File: src/rtl/load_stream_arbiter.sv
// load_stream_arbiter
//   Merges the IFM, WGT and BIAS load streams onto one tagged load bus. The
//   arbiter grants one source at a time in round-robin order. A grant lasts
//   for one burst: it ends on the source's last beat or on the BURST_LEN-th
//   beat, whichever comes first. Each accepted beat is registered, and the
//   register also holds the 2-bit channel tag that the buffer demux decodes.
//
// Ports
//   clk, rst                          clock (rising edge), async active-high reset
//   ifm_data/valid/last, ifm_ready    IFM source stream
//   wgt_data/valid/last, wgt_ready    WGT source stream
//   bias_data/valid/last, bias_ready  BIAS source stream
//   out_data/sel/valid/last           registered merged beat + channel tag
//   out_ready                         downstream accept
//   busy                              high while a grant is open or a beat is held
module load_stream_arbiter #(
  parameter int         DATA_WIDTH = 32,
  parameter int         BURST_LEN  = 16,
  parameter logic [1:0] IFM        = 2'b01,
  parameter logic [1:0] WGT        = 2'b10,
  parameter logic [1:0] BIAS       = 2'b11
) (
  input  logic                  clk,
  input  logic                  rst,
  input  logic [DATA_WIDTH-1:0] ifm_data,
  input  logic                  ifm_valid,
  input  logic                  ifm_last,
  output logic                  ifm_ready,
  input  logic [DATA_WIDTH-1:0] wgt_data,
  input  logic                  wgt_valid,
  input  logic                  wgt_last,
  output logic                  wgt_ready,
  input  logic [DATA_WIDTH-1:0] bias_data,
  input  logic                  bias_valid,
  input  logic                  bias_last,
  output logic                  bias_ready,
  output logic [DATA_WIDTH-1:0] out_data,
  output logic [1:0]            out_sel,
  output logic                  out_valid,
  output logic                  out_last,
  input  logic                  out_ready,
  output logic                  busy
);

  localparam int CW = $clog2(BURST_LEN + 1);
  localparam logic [CW-1:0] BURST_LEN_C = CW'(BURST_LEN);

  typedef enum logic {S_IDLE, S_GRANT} state_t;

  state_t                  state_q;
  logic [1:0]              grant_q;
  logic [1:0]              rr_q;
  logic [CW-1:0]           beat_cnt_q;
  logic [DATA_WIDTH-1:0]   out_data_q;
  logic [1:0]              out_sel_q;
  logic                    out_valid_q;
  logic                    out_last_q;

  logic [1:0]              pick_d;
  logic [1:0]              rr_d;
  logic                    slot_free;
  logic                    granted;
  logic                    g_valid;
  logic                    g_last;
  logic [DATA_WIDTH-1:0]   g_data;
  logic                    accept;
  logic                    cap_hit;
  logic                    burst_end;

  // The output register can take a new beat when it is empty or is being
  // drained in this same cycle.
  assign slot_free = ~out_valid_q | out_ready;
  assign granted   = (state_q == S_GRANT);

  assign ifm_ready  = granted && (grant_q == IFM)  && slot_free;
  assign wgt_ready  = granted && (grant_q == WGT)  && slot_free;
  assign bias_ready = granted && (grant_q == BIAS) && slot_free;

  // Select the granted source.
  always_comb begin
    g_valid = 1'b0;
    g_last  = 1'b0;
    g_data  = '0;
    case (grant_q)
      IFM:  begin g_valid = ifm_valid;  g_last = ifm_last;  g_data = ifm_data;  end
      WGT:  begin g_valid = wgt_valid;  g_last = wgt_last;  g_data = wgt_data;  end
      BIAS: begin g_valid = bias_valid; g_last = bias_last; g_data = bias_data; end
      default: ;
    endcase
  end

  assign accept    = granted & g_valid & slot_free;
  assign cap_hit   = (beat_cnt_q + CW'(1)) == BURST_LEN_C;
  assign burst_end = accept & (g_last | cap_hit);

  // Pick the first valid source in cyclic order, starting at the rr pointer.
  // 2'b00 means that no source is requesting.
  always_comb begin
    pick_d = 2'b00;
    case (rr_q)
      IFM: begin
        if      (ifm_valid)  pick_d = IFM;
        else if (wgt_valid)  pick_d = WGT;
        else if (bias_valid) pick_d = BIAS;
      end
      WGT: begin
        if      (wgt_valid)  pick_d = WGT;
        else if (bias_valid) pick_d = BIAS;
        else if (ifm_valid)  pick_d = IFM;
      end
      default: begin
        if      (bias_valid) pick_d = BIAS;
        else if (ifm_valid)  pick_d = IFM;
        else if (wgt_valid)  pick_d = WGT;
      end
    endcase
  end

  // After a burst, the pointer moves to the channel that follows the one
  // just served.
  always_comb begin
    case (grant_q)
      IFM:     rr_d = WGT;
      WGT:     rr_d = BIAS;
      default: rr_d = IFM;
    endcase
  end

  always_ff @(posedge clk or posedge rst) begin
    if (rst) begin
      state_q     <= S_IDLE;
      grant_q     <= 2'b00;
      rr_q        <= IFM;
      beat_cnt_q  <= '0;
      out_data_q  <= '0;
      out_sel_q   <= 2'b00;
      out_valid_q <= 1'b0;
      out_last_q  <= 1'b0;
    end else begin
      case (state_q)
        S_IDLE: begin
          if (pick_d != 2'b00) begin
            grant_q    <= pick_d;
            beat_cnt_q <= '0;
            state_q    <= S_GRANT;
          end
        end
        S_GRANT: begin
          if (accept) begin
            beat_cnt_q <= beat_cnt_q + CW'(1);
            if (burst_end) begin
              state_q <= S_IDLE;
              rr_q    <= rr_d;
            end
          end
        end
        default: state_q <= S_IDLE;
      endcase

      // Output stage: load the register on acceptance. Empty it when the
      // downstream drains it and no new beat arrives. Otherwise hold it.
      if (accept) begin
        out_data_q  <= g_data;
        out_sel_q   <= grant_q;
        out_valid_q <= 1'b1;
        out_last_q  <= g_last | cap_hit;
      end else if (out_ready) begin
        out_valid_q <= 1'b0;
        out_sel_q   <= 2'b00;
        out_last_q  <= 1'b0;
      end
    end
  end

  assign out_data  = out_data_q;
  assign out_sel   = out_sel_q;
  assign out_valid = out_valid_q;
  assign out_last  = out_last_q;
  assign busy      = granted | out_valid_q;

endmodule

File: config.mk
export PLATFORM = sky130hd
export DESIGN_NAME = load_stream_arbiter
export DESIGN_NICKNAME = d
export VERILOG_FILES = /design/src/rtl/load_stream_arbiter.sv
export SDC_FILE = /design/constraint.sdc
export NUM_CORES = 1
export LEC_CHECK = 0
export CAP_MARGIN = 20
export CORE_MARGIN = 10
export CORE_UTILIZATION = 40
export CTS_CLUSTER_DIAMETER = 100
export DETAILED_ROUTE_END_ITERATION = 7
export PLACE_DENSITY = 0.85
export SYNTH_ARGS = -nofsm -noshare
export SYNTH_HDL_FRONTEND = slang
export SYNTH_SLANG_ARGS = --single-unit
File: constraint.sdc
create_clock -name clk -period 3.2 [get_ports clk]
set_input_delay 0.96 -clock clk [delete_from_list [all_inputs] [get_ports clk]]
set_output_delay 0.96 -clock clk [all_outputs]
set_load 0.01 [all_outputs]
Yosys cells after proc, flatten, opt, wreduce, memory -nomap -nowiden
Cells that the tools add are included.
{"block": "word_totals", "regBits": 46, "latchBits": 0, "mem_bits_rw": 0, "romBits": 0, "inputBits": 105, "output_inout_bits": 40, "word_cells": 62, "n_memories": 0}
{"block": "op_classes", "addsub": 1, "n_mul": 0, "n_div": 0, "n_lt_le_gt_ge": 0, "n_eq_ne": 8, "shifts": 0, "mux": 26, "bitwise": 8, "reduce_logical": 11}
{"op": "case mux 32 bit (3 select lines)", "n": 1}
{"op": "2-to-1 mux 2 bit", "n": 10}
{"op": "2-to-1 mux 5 bit", "n": 2}
{"op": "case mux 5 bit (2 select lines)", "n": 1}
{"op": "case mux 2 bit (2 select lines)", "n": 2}
{"op": "2-to-1 mux 1 bit", "n": 7}
{"op": "== test 2 bit, second input constant", "n": 3}
{"op": "logical AND 1 bit", "n": 6}
{"op": "case mux 1 bit (3 select lines)", "n": 2}
{"op": "adder 5 x 1 -> 5 bit, second input constant", "n": 1}
{"op": "== test 5 bit, second input constant", "n": 1}
{"op": "== test 2 x 1 -> 1 bit, second input constant", "n": 2}
{"op": "AND reduction 2 bit", "n": 2}
{"op": "nonzero test 2 bit", "n": 2}
{"op": "bitwise AND 1 bit", "n": 3}
{"op": "bitwise OR 1 bit", "n": 3}
{"op": "AND reduction 3 bit", "n": 1}
{"op": "inequality test 2 x 1 -> 1 bit, second input constant", "n": 1}
{"op": "inequality test 2 bit, second input constant", "n": 1}
{"op": "inverter 1 bit", "n": 2}
{"op": "case mux 1 bit (2 select lines)", "n": 1}

Depth between registers and ports, before layout
{"block": "logic_depth", "word_depth": 8, "depth_mapped": 10, "mapped_depth_nobuf": 7}

Least setup slack after synthesis
Ideal clock, no wire load.
{"block": "synth_path", "path_kind": "input-to-output", "from": "input out_ready", "to": "output bias_ready", "arrival_ps": 1459, "required_ps": 2240, "slack_ps": 781, "cell_stages": 3, "n_path_buf": 0, "path_cell_list": "and2b_1 nor2_1 and2_1"}
{"block": "synth_via", "elab_chain_cells": 2}
{"element": "start, declared", "line": "41", "rtl": "input logic out_ready,"}
{"element": "bitwise OR 1 bit", "line": "72", "rtl": "assign slot_free = ~out_valid_q | out_ready;"}
{"element": "logical AND 1 bit", "line": "77", "rtl": "assign bias_ready = granted && (grant_q == BIAS) && slot_free;"}
{"element": "end, declared", "line": "36", "rtl": "output logic bias_ready,"}
No other way between the ends.

Worst setup path in the final report
{"block": "layout_path", "from": "input out_ready", "to": "output ifm_ready"}
{"block": "layout_via", "elab_chain_cells": 2}
{"element": "bitwise OR 1 bit", "line": "72"}
{"element": "logical AND 1 bit", "line": "75", "rtl": "assign ifm_ready = granted && (grant_q == IFM) && slot_free;"}
{"element": "end, declared", "line": "28", "rtl": "output logic ifm_ready,"}
No other way between the ends.

==> results.md <==
* Status: complete, no violations
* Root Buffer: clkbuf_8
* Ys async rst share at 1.00
* RePlAce Congestion at 0.807
* Net Sw Frac at 0.412
* Setup Skew at 3.83 ps
* # clock sinks at 46
* Final WL at 8.82 mm
* Setup violations, final at 0
* Reg clk slew, reported paths at 80 ps
* Psw at 1.42 mW
* Largest net degree at the start of global routing at 38
* #FFs+latches synth at 46
* Worst Setup End Kind: output port
* Initial DRC count at 202
* DRT antenna net count at 0
* Vias in the first global route at 2,665
* DP Worst Slack at -312 ps
* Top_reg_cell synth: dfrtp_1
* Leakage at 1.65 nW
* Setup crit start kind: input port
* Period utilization at 0.976
* CORE AREA at 5890 um2
* Reg area at 1150 um2
* CTS tree: built
* Unrepaired setup endpoints after global routing: false
* Delay-heaviest family, CP: buffers and inverters
* Total GRT Usage at 0.176
* Detail Placement HPWL at 6.87 mm
* Post-synth EDFFs at 0
* Avg Cell Area, Syn at 10.2 um2
* Aggregate global routing overflow at 0
* Final #Nets at ~480
* Worst path max stage delay at 470 ps
* Die Area at 9500 um2
* First-pass GRT wire length at 13.6 mm
* Hold Crit Class: reg -> reg
* # port buffers at 144
* Syn Nets at 347
* Slowest-stage cell, CP: clkdlybuf4s50_1
* Layout fillers at 479
* Worst slew margin at 0.555
* Total number of vias at 2,546
* Mapped Area at about 2400 um2
* Cells after Synth at 235
* H-tree Lvls at 2
* Die Ht at 97.5 um
* CP arrival at roughly 2200 ps
* Tmin final at around 3100 ps
* DRC viols at 0
* Initial antenna violation count at 0
* Worst EP required at 2240 ps
* Final hold viol count at 0
* Synth-to-Final Area Change at 67.0%
* Slew Limit Fails at 0
* Vias per inst at 5.68
* Clock network power share at 0.105
* Fin worst setup slack at 77.0 ps
* Share of post-route cells with drive strength above 1 at 0.0670
* Fmax at 320 MHz
* Seq/Total Area, Yosys at 0.480
* Initial Util at 0.408
* # Post-CTS Setup Buffers at 0
* Antenna Cells at 0
* CP Buf/Inv Count at 2
* Critical path peak fanout at 4
* Internal power at approximately 2 mW
* Post-cts hold buffer count at 0
* Worst-Margin Slew at 667 ps
* CP cell instances: clkdlybuf4s50_1, and2b_1, nor2_4, and2_1, clkdlybuf4s15_1
* Drt wl/cell at about 20 um
* Warnings, synthesis at 0
* Type of the worst setup path: in -> out
* Synth unique cells at 39
* Max Cap Viol at 0
* CTS Buf Count at 5
* Std cell rows at 28
* First-pass DRT Iterations at 8
* Overall power at 3.44 mW
* Sequential power share at 0.289
* Pwr Density at about 860 nW/um2
* I/O pins at 145
* Combinational Power Share at 0.606
* VDD IR-drop max at 410 uV
* Clock Latency Late Sink at around 300 ps
* Die W at 97.5 um
* Clk buf depth at 2
* Multi-input logic area at roughly 1100 um2
[layer usage]
metal / up-vias / wire [um] / track usage
li1: 1190 / - / -
met2: 118 / 4540 / 0.320
met4: 0 / 216 / 0.0649
met3: 15 / 741 / 0.0612
met1: 1223 / 3320 / 0.180
met5: - / 0 / 0
[path summary, 6_finish.rpt]
| check | startpoint | end | slack, ps | depth (start not counted) |
|---|---|---|---|---|
| hold reg to reg | out_data[11] | out_data[11] | 480 | 2 |
| min in group asynchronous | rst | out_data[15] | 1000 | 2 |
| setup reg to reg | grant_q[1] | beat_cnt_q[2] | 810 | 8 |
| max in group asynchronous | rst | rr_q[0] | 1610 | 3 |
| hold / removal | out_data[11] | out_data[11] | 480 | 2 |
| setup / recovery | out_ready | ifm_ready | 80 | 5 |
[kinds of logic (layout without fill, tap and decap cells)]
group / Yosys count / count (layout) / share of synthesized area
DFF: 46 / 46 / 0.480
xor gates and xnor gates: 1 / 1 / 0.00365
muxes: 3 / 3 / 0.0135
and+or+nand+nor: 63 / 63 / 0.124
buffers and inverters: 31 / 169 / 0.0677
adders and majority gates: 7 / 7 / 0.0365
AOI/OAI and AO/OA: 84 / 84 / 0.275
[synthesized netlist by cell type, drive strengths merged (2+ instances only)]
cell | n | area (um2)
dfrtp | 45 | 1130
a222oi | 34 | 340
nand2 | 22 | 82.6
nor2 | 21 | 78.8
a21oi | 19 | 95.1
o31ai | 16 | 120
buf | 12 | 91.3
clkbuf | 10 | 37.5
inv | 9 | 33.8
ha | 7 | 87.6
o21ai | 5 | 25.0
and2 | 4 | 25.0
nand3b | 3 | 22.5
nor4 | 3 | 18.8
a211oi | 2 | 15.0
a21o | 2 | 16.3
a22o | 2 | 17.5
mux2 | 2 | 22.5
nand3 | 2 | 10.0
[registers in the layout, summed over array words and instances (netlist names)]
register    flops
beat_cnt_q      5
out_valid       1
out_sel         2
grant_q         2
out_last        1
out_data       32
rr_q            2
granted         1
[stage by stage]
step	cell area [um2]	utilization	std cells	hold WS [ps]	setup TNS (ps)
2_1_floorplan	2400	-	235	460	0
3_3_place_gp	3910	0.665	440	459	-978
3_5_place_dp	3910	0.665	440	465	-924
4_1_cts	4010	0.681	448	483	0
5_1_grt	4010	0.681	448	510	0
6_report	4010	0.681	448	480	0
[power by group through the flow]
stage / Sequential (mW) / Combinational (mW) / Clock, mW
4_1_cts: 0.994 / 2.10 / 0.375
6_report: 0.992 / 2.08 / 0.361
2_1_floorplan: 1.08 / 1.12 / 0
3_5_place_dp: 1.01 / 2.10 / 0
3_3_place_gp: 0.989 / 2.05 / 0
5_1_grt: 1.03 / 2.27 / 0.395
[tightest hold or removal path, stage by stage (launching register included)]
cell and delay, ps:
dfrtp_1 350, nand2_1 50, o31ai_1 50
[placed cells by master (no fill, tap or decap), types with 3 or more instances in the layout]
| cell type | instances |
|---|---|
| clkdlybuf4s50_1 | 141 |
| dfrtp_1 | 45 |
| a222oi_1 | 34 |
| nand2_1 | 22 |
| nor2_1 | 20 |
| a21oi_1 | 19 |
| o31ai_1 | 16 |
| inv_1 | 8 |
| ha_1 | 7 |
| clkbuf_8 | 6 |
| buf_4 | 5 |
| o21ai_0 | 4 |
| and2_1 | 4 |
| nand3b_1 | 3 |
| clkdlybuf4s15_1 | 3 |
| buf_12 | 3 |
[layout make-up]
type,count,share of cell area
timing repair buffer,152,0.384
clock inverter,1,0.00125
multi-input combinational,158,0.274
clock buffer,7,0.0215
sequential,46,0.287
inverter,9,0.00842
tap,75,0.0234
[repair_timing]
item,in CTS,in global routing
setup endpoints to repair,3,3
gates cloned,0,0
resized for setup,5,3
(Power assumes the default switching activity.)
